<file path="src/rtl/nes_pad_reader_if.sv">
// Downstream FIFO write port of the NES pad reader.
interface nes_pad_reader_if;
  logic        fifo_full;
  logic        fifo_wrreq;
  logic [15:0] fifo_data;

  modport master (input fifo_full, output fifo_wrreq, output fifo_data);
  modport slave  (output fifo_full, input fifo_wrreq, input fifo_data);
endinterface

</file>
<file path="src/rtl/nes_pad_reader.sv">
// Polls two NES controllers (4021 shift registers) and pushes {pad1, pad0}
// button bytes into a downstream FIFO, counting words dropped while full.
module nes_pad_reader #(
  parameter int unsigned HALF_DIV = 300,
  parameter int unsigned POLL_DIV = 833333
) (
  input  logic                     sysclk,
  input  logic                     reset,
  input  logic                     pad0_data,
  input  logic                     pad1_data,
  output logic                     pad_latch,
  output logic                     pad_clk,
  nes_pad_reader_if.master         fifo,
  output logic [15:0]              pad_state,
  output logic [7:0]               drop_count
);

  localparam int unsigned HW = $clog2(2 * HALF_DIV);
  localparam int unsigned PW = $clog2(POLL_DIV);
  localparam logic [HW-1:0] LATCH_LEN   = HW'(2 * HALF_DIV - 1);
  localparam logic [HW-1:0] HALF_LEN    = HW'(HALF_DIV - 1);
  localparam logic [PW-1:0] POLL_RELOAD = PW'(POLL_DIV - 1);

  typedef enum logic [2:0] {IDLE, LATCH, BIT_LO, BIT_HI, PUSH} state_e;

  state_e        state_q;
  logic [1:0]    sync0_q, sync1_q;
  logic [PW-1:0] poll_q;
  logic [HW-1:0] cnt_q;
  logic [2:0]    bit_q;
  logic [7:0]    sh0_q, sh1_q;
  logic          latch_q, clk_q;
  logic [15:0]   data_q, pad_state_q;
  logic [7:0]    drop_q;

  logic          poll_start;
  logic [7:0]    sh0_d, sh1_d;

  assign poll_start = (poll_q == '0);
  // Pads are active-low; invert after synchronizing so pressed reads as 1.
  assign sh0_d      = {sh0_q[6:0], ~sync0_q[1]};
  assign sh1_d      = {sh1_q[6:0], ~sync1_q[1]};

  always_ff @(posedge sysclk) begin
    if (!reset) begin
      state_q     <= IDLE;
      sync0_q     <= '1;
      sync1_q     <= '1;
      poll_q      <= '0;
      cnt_q       <= '0;
      bit_q       <= '0;
      sh0_q       <= '0;
      sh1_q       <= '0;
      latch_q     <= 1'b0;
      clk_q       <= 1'b0;
      data_q      <= '0;
      pad_state_q <= '0;
      drop_q      <= '0;
    end else begin
      sync0_q <= {sync0_q[0], pad0_data};
      sync1_q <= {sync1_q[0], pad1_data};
      poll_q  <= poll_start ? POLL_RELOAD : poll_q - 1'b1;

      case (state_q)
        IDLE: begin
          if (poll_start) begin
            state_q <= LATCH;
            cnt_q   <= LATCH_LEN;
            bit_q   <= '0;
            latch_q <= 1'b1;
          end
        end
        LATCH: begin
          if (cnt_q == '0) begin
            state_q <= BIT_LO;
            cnt_q   <= HALF_LEN;
            latch_q <= 1'b0;
          end else begin
            cnt_q <= cnt_q - 1'b1;
          end
        end
        BIT_LO: begin
          if (cnt_q == '0) begin
            sh0_q <= sh0_d;
            sh1_q <= sh1_d;
            if (bit_q == 3'd7) begin
              // Word is loaded on PUSH entry so it is already valid with the strobe.
              state_q <= PUSH;
              data_q  <= {sh1_d, sh0_d};
            end else begin
              state_q <= BIT_HI;
              cnt_q   <= HALF_LEN;
              clk_q   <= 1'b1;
            end
          end else begin
            cnt_q <= cnt_q - 1'b1;
          end
        end
        BIT_HI: begin
          if (cnt_q == '0) begin
            state_q <= BIT_LO;
            cnt_q   <= HALF_LEN;
            clk_q   <= 1'b0;
            bit_q   <= bit_q + 3'd1;
          end else begin
            cnt_q <= cnt_q - 1'b1;
          end
        end
        PUSH: begin
          state_q     <= IDLE;
          pad_state_q <= {sh1_q, sh0_q};
          if (fifo.fifo_full && (drop_q != 8'hFF)) begin
            drop_q <= drop_q + 8'd1;
          end
        end
        default: state_q <= IDLE;
      endcase
    end
  end

  assign pad_latch       = latch_q;
  assign pad_clk         = clk_q;
  assign fifo.fifo_wrreq = (state_q == PUSH) && !fifo.fifo_full;
  assign fifo.fifo_data  = data_q;
  assign pad_state       = pad_state_q;
  assign drop_count      = drop_q;

endmodule
</file>
<file path="src/flat_wrapper.sv">
// flat-port wrapper written by rule: the top's interface ports become plain ports
module nes_pad_reader_flat 
#(
  parameter int unsigned HALF_DIV = 300,
  parameter int unsigned POLL_DIV = 833333
)
  (sysclk, reset, pad0_data, pad1_data, pad_latch, pad_clk, pad_state, drop_count, fifo_fifo_full, fifo_fifo_wrreq, fifo_fifo_data);
  nes_pad_reader_if fifo_i ();
  input  logic sysclk;
  input  logic reset;
  input  logic pad0_data;
  input  logic pad1_data;
  output logic pad_latch;
  output logic pad_clk;
  output logic [15:0] pad_state;
  output logic [7:0] drop_count;
  input wire logic [$bits(fifo_i.fifo_full)-1:0] fifo_fifo_full;
  output wire logic [$bits(fifo_i.fifo_wrreq)-1:0] fifo_fifo_wrreq;
  output wire logic [$bits(fifo_i.fifo_data)-1:0] fifo_fifo_data;
  assign fifo_i.fifo_full = fifo_fifo_full;
  assign fifo_fifo_wrreq = fifo_i.fifo_wrreq;
  assign fifo_fifo_data = fifo_i.fifo_data;
  nes_pad_reader #(.HALF_DIV(HALF_DIV), .POLL_DIV(POLL_DIV)) u_core (.sysclk(sysclk), .reset(reset), .pad0_data(pad0_data), .pad1_data(pad1_data), .pad_latch(pad_latch), .pad_clk(pad_clk), .fifo(fifo_i), .pad_state(pad_state), .drop_count(drop_count));
endmodule
</file>
<file path="config.mk">
export PLATFORM = sky130hd
export DESIGN_NAME = nes_pad_reader_flat
export DESIGN_NICKNAME = d
export VERILOG_FILES = /design/src/rtl/nes_pad_reader_if.sv /design/src/rtl/nes_pad_reader.sv /design/src/flat_wrapper.sv
export SDC_FILE = /design/constraint.sdc
export NUM_CORES = 1
export LEC_CHECK = 0
export ABC_AREA = 1
export BUFFER_PORTS_ARGS = -buffer_cell sky130_fd_sc_hd__buf_2
export CAP_MARGIN = 5
export CORE_MARGIN = 5
export CORE_UTILIZATION = 55
export CTS_BUF_LIST = sky130_fd_sc_hd__clkbuf_4 sky130_fd_sc_hd__clkbuf_8
export DETAILED_ROUTE_END_ITERATION = 10
export GPL_ROUTABILITY_DRIVEN = 0
export PLACE_DENSITY = 0.72
export REMOVE_ABC_BUFFERS = 1
export SYNTH_ARGS = -nofsm -noshare
export SYNTH_HDL_FRONTEND = slang
export SYNTH_SLANG_ARGS = --single-unit
</file>
<file path="constraint.sdc">
create_clock -name sysclk -period 3.7 [get_ports sysclk]
set_clock_uncertainty 0.15 [all_clocks]
set_input_delay 0.555 -clock sysclk [delete_from_list [all_inputs] [get_ports sysclk]]
set_output_delay 0.555 -clock sysclk [all_outputs]
set_load 0.01 [all_outputs]
</file>
# Word-level counts from Yosys, hierarchy flattened
# Cells that the tools add are included.
# op_classes
bitwise_logic	3
n_reduce_logical	20
add_sub_neg	4
eq_ne	13
n_mux	20
# ops
operator	n
2-to-1 mux 10 bit	4
case mux 10 bit (3 select lines)	1
zero test 20 bit	1
2-to-1 mux 20 bit	1
subtractor 20 x 1 -> 20 bit, second input constant	1
2-to-1 mux 3 bit	6
AND reduction 3 bit	5
zero test 10 bit	1
!= test 2 x 1 -> 1 bit, second input constant	5
subtractor 10 x 1 -> 10 bit, second input constant	1
case mux 3 bit (3 select lines)	1
adder 8 x 1 -> 8 bit, second input constant	1
!= test 8 bit, second input constant	1
equality test 3 x 2 -> 1 bit, second input constant	2
equality test 3 bit, second input constant	2
case mux 3 bit (2 select lines)	1
nonzero test 2 bit	3
2-to-1 mux 1 bit	4
case mux 1 bit (2 select lines)	2
AND reduction 2 bit	2
AND reduction 4 bit	1
OR reduction 2 bit	2
adder 3 x 1 -> 3 bit, second input constant	1
equality test 3 x 1 -> 1 bit, second input constant	1
other kinds (7)	10
# totals
register_bits	98
output_inout_bits	43
in_bits	5
word_cells	74

# Longest topological paths before layout
# depth
depth_word	4
depth_mapped	12
ltp_nobuf	11

# Worst setup path after synthesis
# Ideal clock, no wire load.
# synth_path
path_kind	register to register
from	register u_core.cnt_q[0]
to	register u_core.sh0_q[4]
path_stages_with_launch	11
required_ns	3.413
setup_slack_ns	1.953
t_arrival_ns	1.460
path_buffers	1
period_less_slack_ns	1.747
setup_time_ns	0.137
cell_sequence	dfxtp_1 > inv_1 > ha_1 > nand2_1 > nor2_4 > nand2_2 > nor2_4 > inv_2 > buf_2 > nand2_1 > a21oi_1
# synth_via
elab_chain_cells	2
# synth_rtl
item	line	source
from (decl)	nes_pad_reader.sv:29	logic [HW-1:0] cnt_q;
from (signal assigned)	nes_pad_reader.sv:79	cnt_q <= cnt_q - 1'b1;
from (signal assigned)	nes_pad_reader.sv:96	cnt_q <= cnt_q - 1'b1;
from (signal assigned)	nes_pad_reader.sv:106	cnt_q <= cnt_q - 1'b1;
zero test 10 bit	nes_pad_reader.sv:83	if (cnt_q == '0) begin
AND reduction 2 bit (no line)	n/a	
to (signal assigned)	nes_pad_reader.sv:52	sh0_q <= '0;
to (signal assigned)	nes_pad_reader.sv:84	sh0_q <= sh0_d;
to (decl)	nes_pad_reader.sv:31	logic [7:0] sh0_q, sh1_q;
# Every way passes these cells.
# A chain may end at the register's enable or synchronous reset.

# Worst setup path in the final report
# layout_path
from	register u_core.state_q[0]
to	output fifo_fifo_wrreq
# layout_via
elab_chain_cells	2
# layout_rtl
item	line	source
from (decl)	nes_pad_reader.sv:26	state_e state_q;
from (signal assigned)	nes_pad_reader.sv:46	state_q <= IDLE;
from (signal assigned)	nes_pad_reader.sv:67	state_q <= LATCH;
from (signal assigned)	nes_pad_reader.sv:75	state_q <= BIT_LO;
equality test 3 bit	nes_pad_reader.sv:123	assign fifo.fifo_wrreq = (state_q == PUSH) && !fifo.fifo_full;
logical AND 1 bit	nes_pad_reader.sv:123	
to (decl)	flat_wrapper.sv:18	output wire logic [$bits(fifo_i.fifo_wrreq)-1:0] fifo_fifo_wrreq;
# Every way passes these cells.

==> impl_metrics.tcl <==
set metrics [dict create \
    hold_buffers 0 \
    min_from "pad1_data" \
    syn_area_sq_um 4249 \
    dieHeight_um 97.90 \
    status "complete, no violations" \
    drt_iter0_markers 192 \
    hold-worst-slack_ps 221.0 \
    clk-insertion-delay-late_ps 370 \
    drv_cap 0 \
    syn_to_final_growth_pct 11.84 \
    synth_most_common_cell "nand2_1" \
    p_total_mw 3.403 \
    routed_wl_mm 8.792 \
    finalCriticalPeriod_ps 2268 \
    hold_class "in2reg" \
    power_frac_comb_pct 40.9 \
    cts_resized 0 \
    n_antenna_cell 0 \
    synth_cell_type_count 35 \
    drt-pass1-iter-count 5 \
    core.rowCount 32 \
    coreArea_sq_um 7607 \
    grt_pass1_wl_mm 15.26 \
    final-setup-viol-count 0 \
    worstPathMaxFanout 19 \
    grt_max_degree 36 \
    synth_common_cells "nand2_1, dfxtp_1, nor2_1, a21oi_1, inv_1" \
    p_sw_share_pct 43.29 \
    fmax_mhz 440.9 \
    htreeDepth 3 \
    antenna_found_initial 0 \
    synthTopCellsByArea "dfxtp_1, nand2_1, nor2_1" \
    yosys.area.top_type "dfxtp_1" \
    synth_edf_count 0 \
    slew_headroom_pct 62.48 \
    io_pins 48 \
    hold_depth 2 \
    fillCellCount 729 \
    power_density_nw_per_um2 716.1 \
    cts_tree "done" \
    die-area_sq_um 9583 \
    start_kind "register" \
    avgSynthCellArea_sq_um 7.165 \
    post_cts_buffers 0 \
    ff2ff_path_depth 9 \
    final_layout_size_suffix_gt1_share_pct 15.73 \
    overflow 0 \
    ant_nets 0 \
    drv_slew 0 \
    synth-seq-cells 98 \
    timing.final.crit_share_pct 61.29 \
    cp_data_required_time_ps 2990 \
    fin_area_sq_um 4752 \
    crit_type "reg2out" \
    fin_nets 647 \
    clk_pin_slew_ps 100 \
    synth_flop_cell "dfxtp_1" \
    rsz0062_at_grt "no" \
    cts_root_buf "clkbuf_8" \
    num_vias 3773 \
    io_buffers 47 \
    yosysTopAreaCellShare_pct 46.17 \
    fin_tns_setup_ps 0 \
    async_flop_share_pct 0 \
    netSwitchingPower_mw 1.473 \
    critPathCaptureType "output port" \
    grt_use_total_pct 18.88 \
    die_x_um 97.90 \
    cts_made_buffers 9 \
    r2r_end "u_core.sh0_q[3]" \
    arrival_ps 1560 \
    drc 0 \
    syn_inst 593 \
    power.leakage_nw 2.072 \
    wl_per_cell_um 11.82 \
    internal-power_mw 1.930 \
    reg2reg_slack_ps 1500 \
    synth_seq_area_share_pct 46.17 \
    vdd_ir_drop_max_mv 0.4066 \
    p_clk_share_pct 20.3 \
    placed_cell_area_sq_um 4547 \
    cts.sinks 98 \
    floorplan.initialDensity_pct 55.86 \
    worstMarginPinSlew_ps 561.4 \
    grt_pass1_vias 3525 \
    hold_violations 0 \
    synth-warning-count 0 \
    clk_path_buf_depth 2 \
    dp_hpwl_mm 6.074 \
    seq_power_share_pct 38.8 \
    reg2reg_from "u_core.cnt_q[0]" \
    worst_hold_path.endpoint "u_core.sync1_q[0]" \
    viasPerCell 5.071 \
]
-- cells in the final DEF (no fill, tap or decap), types with 3 or more instances in the layout --
master and instances:
a21oi_1 55, a21oi_2 5, buf_2 47, buf_4 3, clkbuf_8 9, dfxtp_1 98, ha_1 5, inv_1 53
inv_2 3, nand2_1 162, nand2_2 6, nand3_1 20, nand4_1 6, nor2_1 90, nor2_2 6, nor2_4 3
o21ai_0 34, or2_2 6, xnor2_1 3, xor2_1 4
-- cell families after synthesis --
family                     count (synthesis)  synth area share (%)
adders and majority gates                  5                 1.472
and+or+nand+nor                          307                 30.80
DFF                                       98                 46.17
AOI/OAI and AO/OA                        101                 12.69
buffers and inverters                     74                 7.096
xor gates and xnor gates                   7                 1.443
muxes                                      1                0.3238
-- power groups by stage --
stage,clock (mW),sequential (mW),combinational [mW]
floorplan,0,1.31,1.14
finish,0.690,1.32,1.39
detailed placement,0,1.34,1.38
CTS,0.713,1.32,1.39
global route,0.766,1.34,1.62
global placement,0,1.34,1.35
-- flip-flops by register name, indices dropped and copies added (netlist names) --
register and flops:
u_core.drop_count 8, u_core.state_q 3, u_core.pad_latch 1, u_core.bit_q 3
u_core.sh1_q 8, u_core.sync0_q 2, u_core.poll_q 20, u_core.fifo.fifo_data 16
u_core.cnt_q 10, u_core.sync1_q 2, u_core.pad_state 16, u_core.sh0_q 8
u_core.pad_clk 1
-- worst max-delay path, cell delays in order, from the launching register on --
cell	delay (ps)
dfxtp_1	360
nor2_1	150
nand2_1	350
nor2_1	190
buf_2	150
-- worst max path at each step --
stage | slack, ps | endpoint | startpoint
final | 1430 | fifo_fifo_wrreq | u_core.state_q[0]
after global routing | 1230 | fifo_fifo_wrreq | u_core.state_q[1]
after CTS | 1390 | fifo_fifo_wrreq | u_core.state_q[0]
after detailed placement | 1520 | u_core.sh0_q[3] | u_core.cnt_q[0]
after global placement | 1620 | u_core.sh1_q[7] | u_core.cnt_q[0]
after floorplan | 1800 | u_core.sh0_q[0] | u_core.cnt_q[0]
-- cell type report --
type,count,area (sq um),share of cell area [%]
tap,102,127.6,2.686
inverter,57,214.0,4.502
clock inverter,7,81.33,1.711
clock buffer,9,123.9,2.607
multi-input combinational,421,1986,41.79
sequential,98,1962,41.28
timing repair buffer,50,257.7,5.424
-- stage by stage --
step	setup WS (ps)	std cells	util (%)
2_1_floorplan	1802	576	-
3_3_place_gp	1625	728	59.77
3_5_place_dp	1519	728	59.77
4_1_cts	1389	744	62.47
5_1_grt	1230	744	62.47
6_report	1432	744	62.47
-- layer usage --
layer  global-route usage [%]  wire length (um)  vias to the layer above
met4                    7.242               147                        0
met5                        0                 0                        -
li1                         -                 -                     1961
met1                    23.64              4156                     1724
met3                    3.000               343                       11
met2                    32.57              4145                       77
Power figures use the tool's default switching activity.
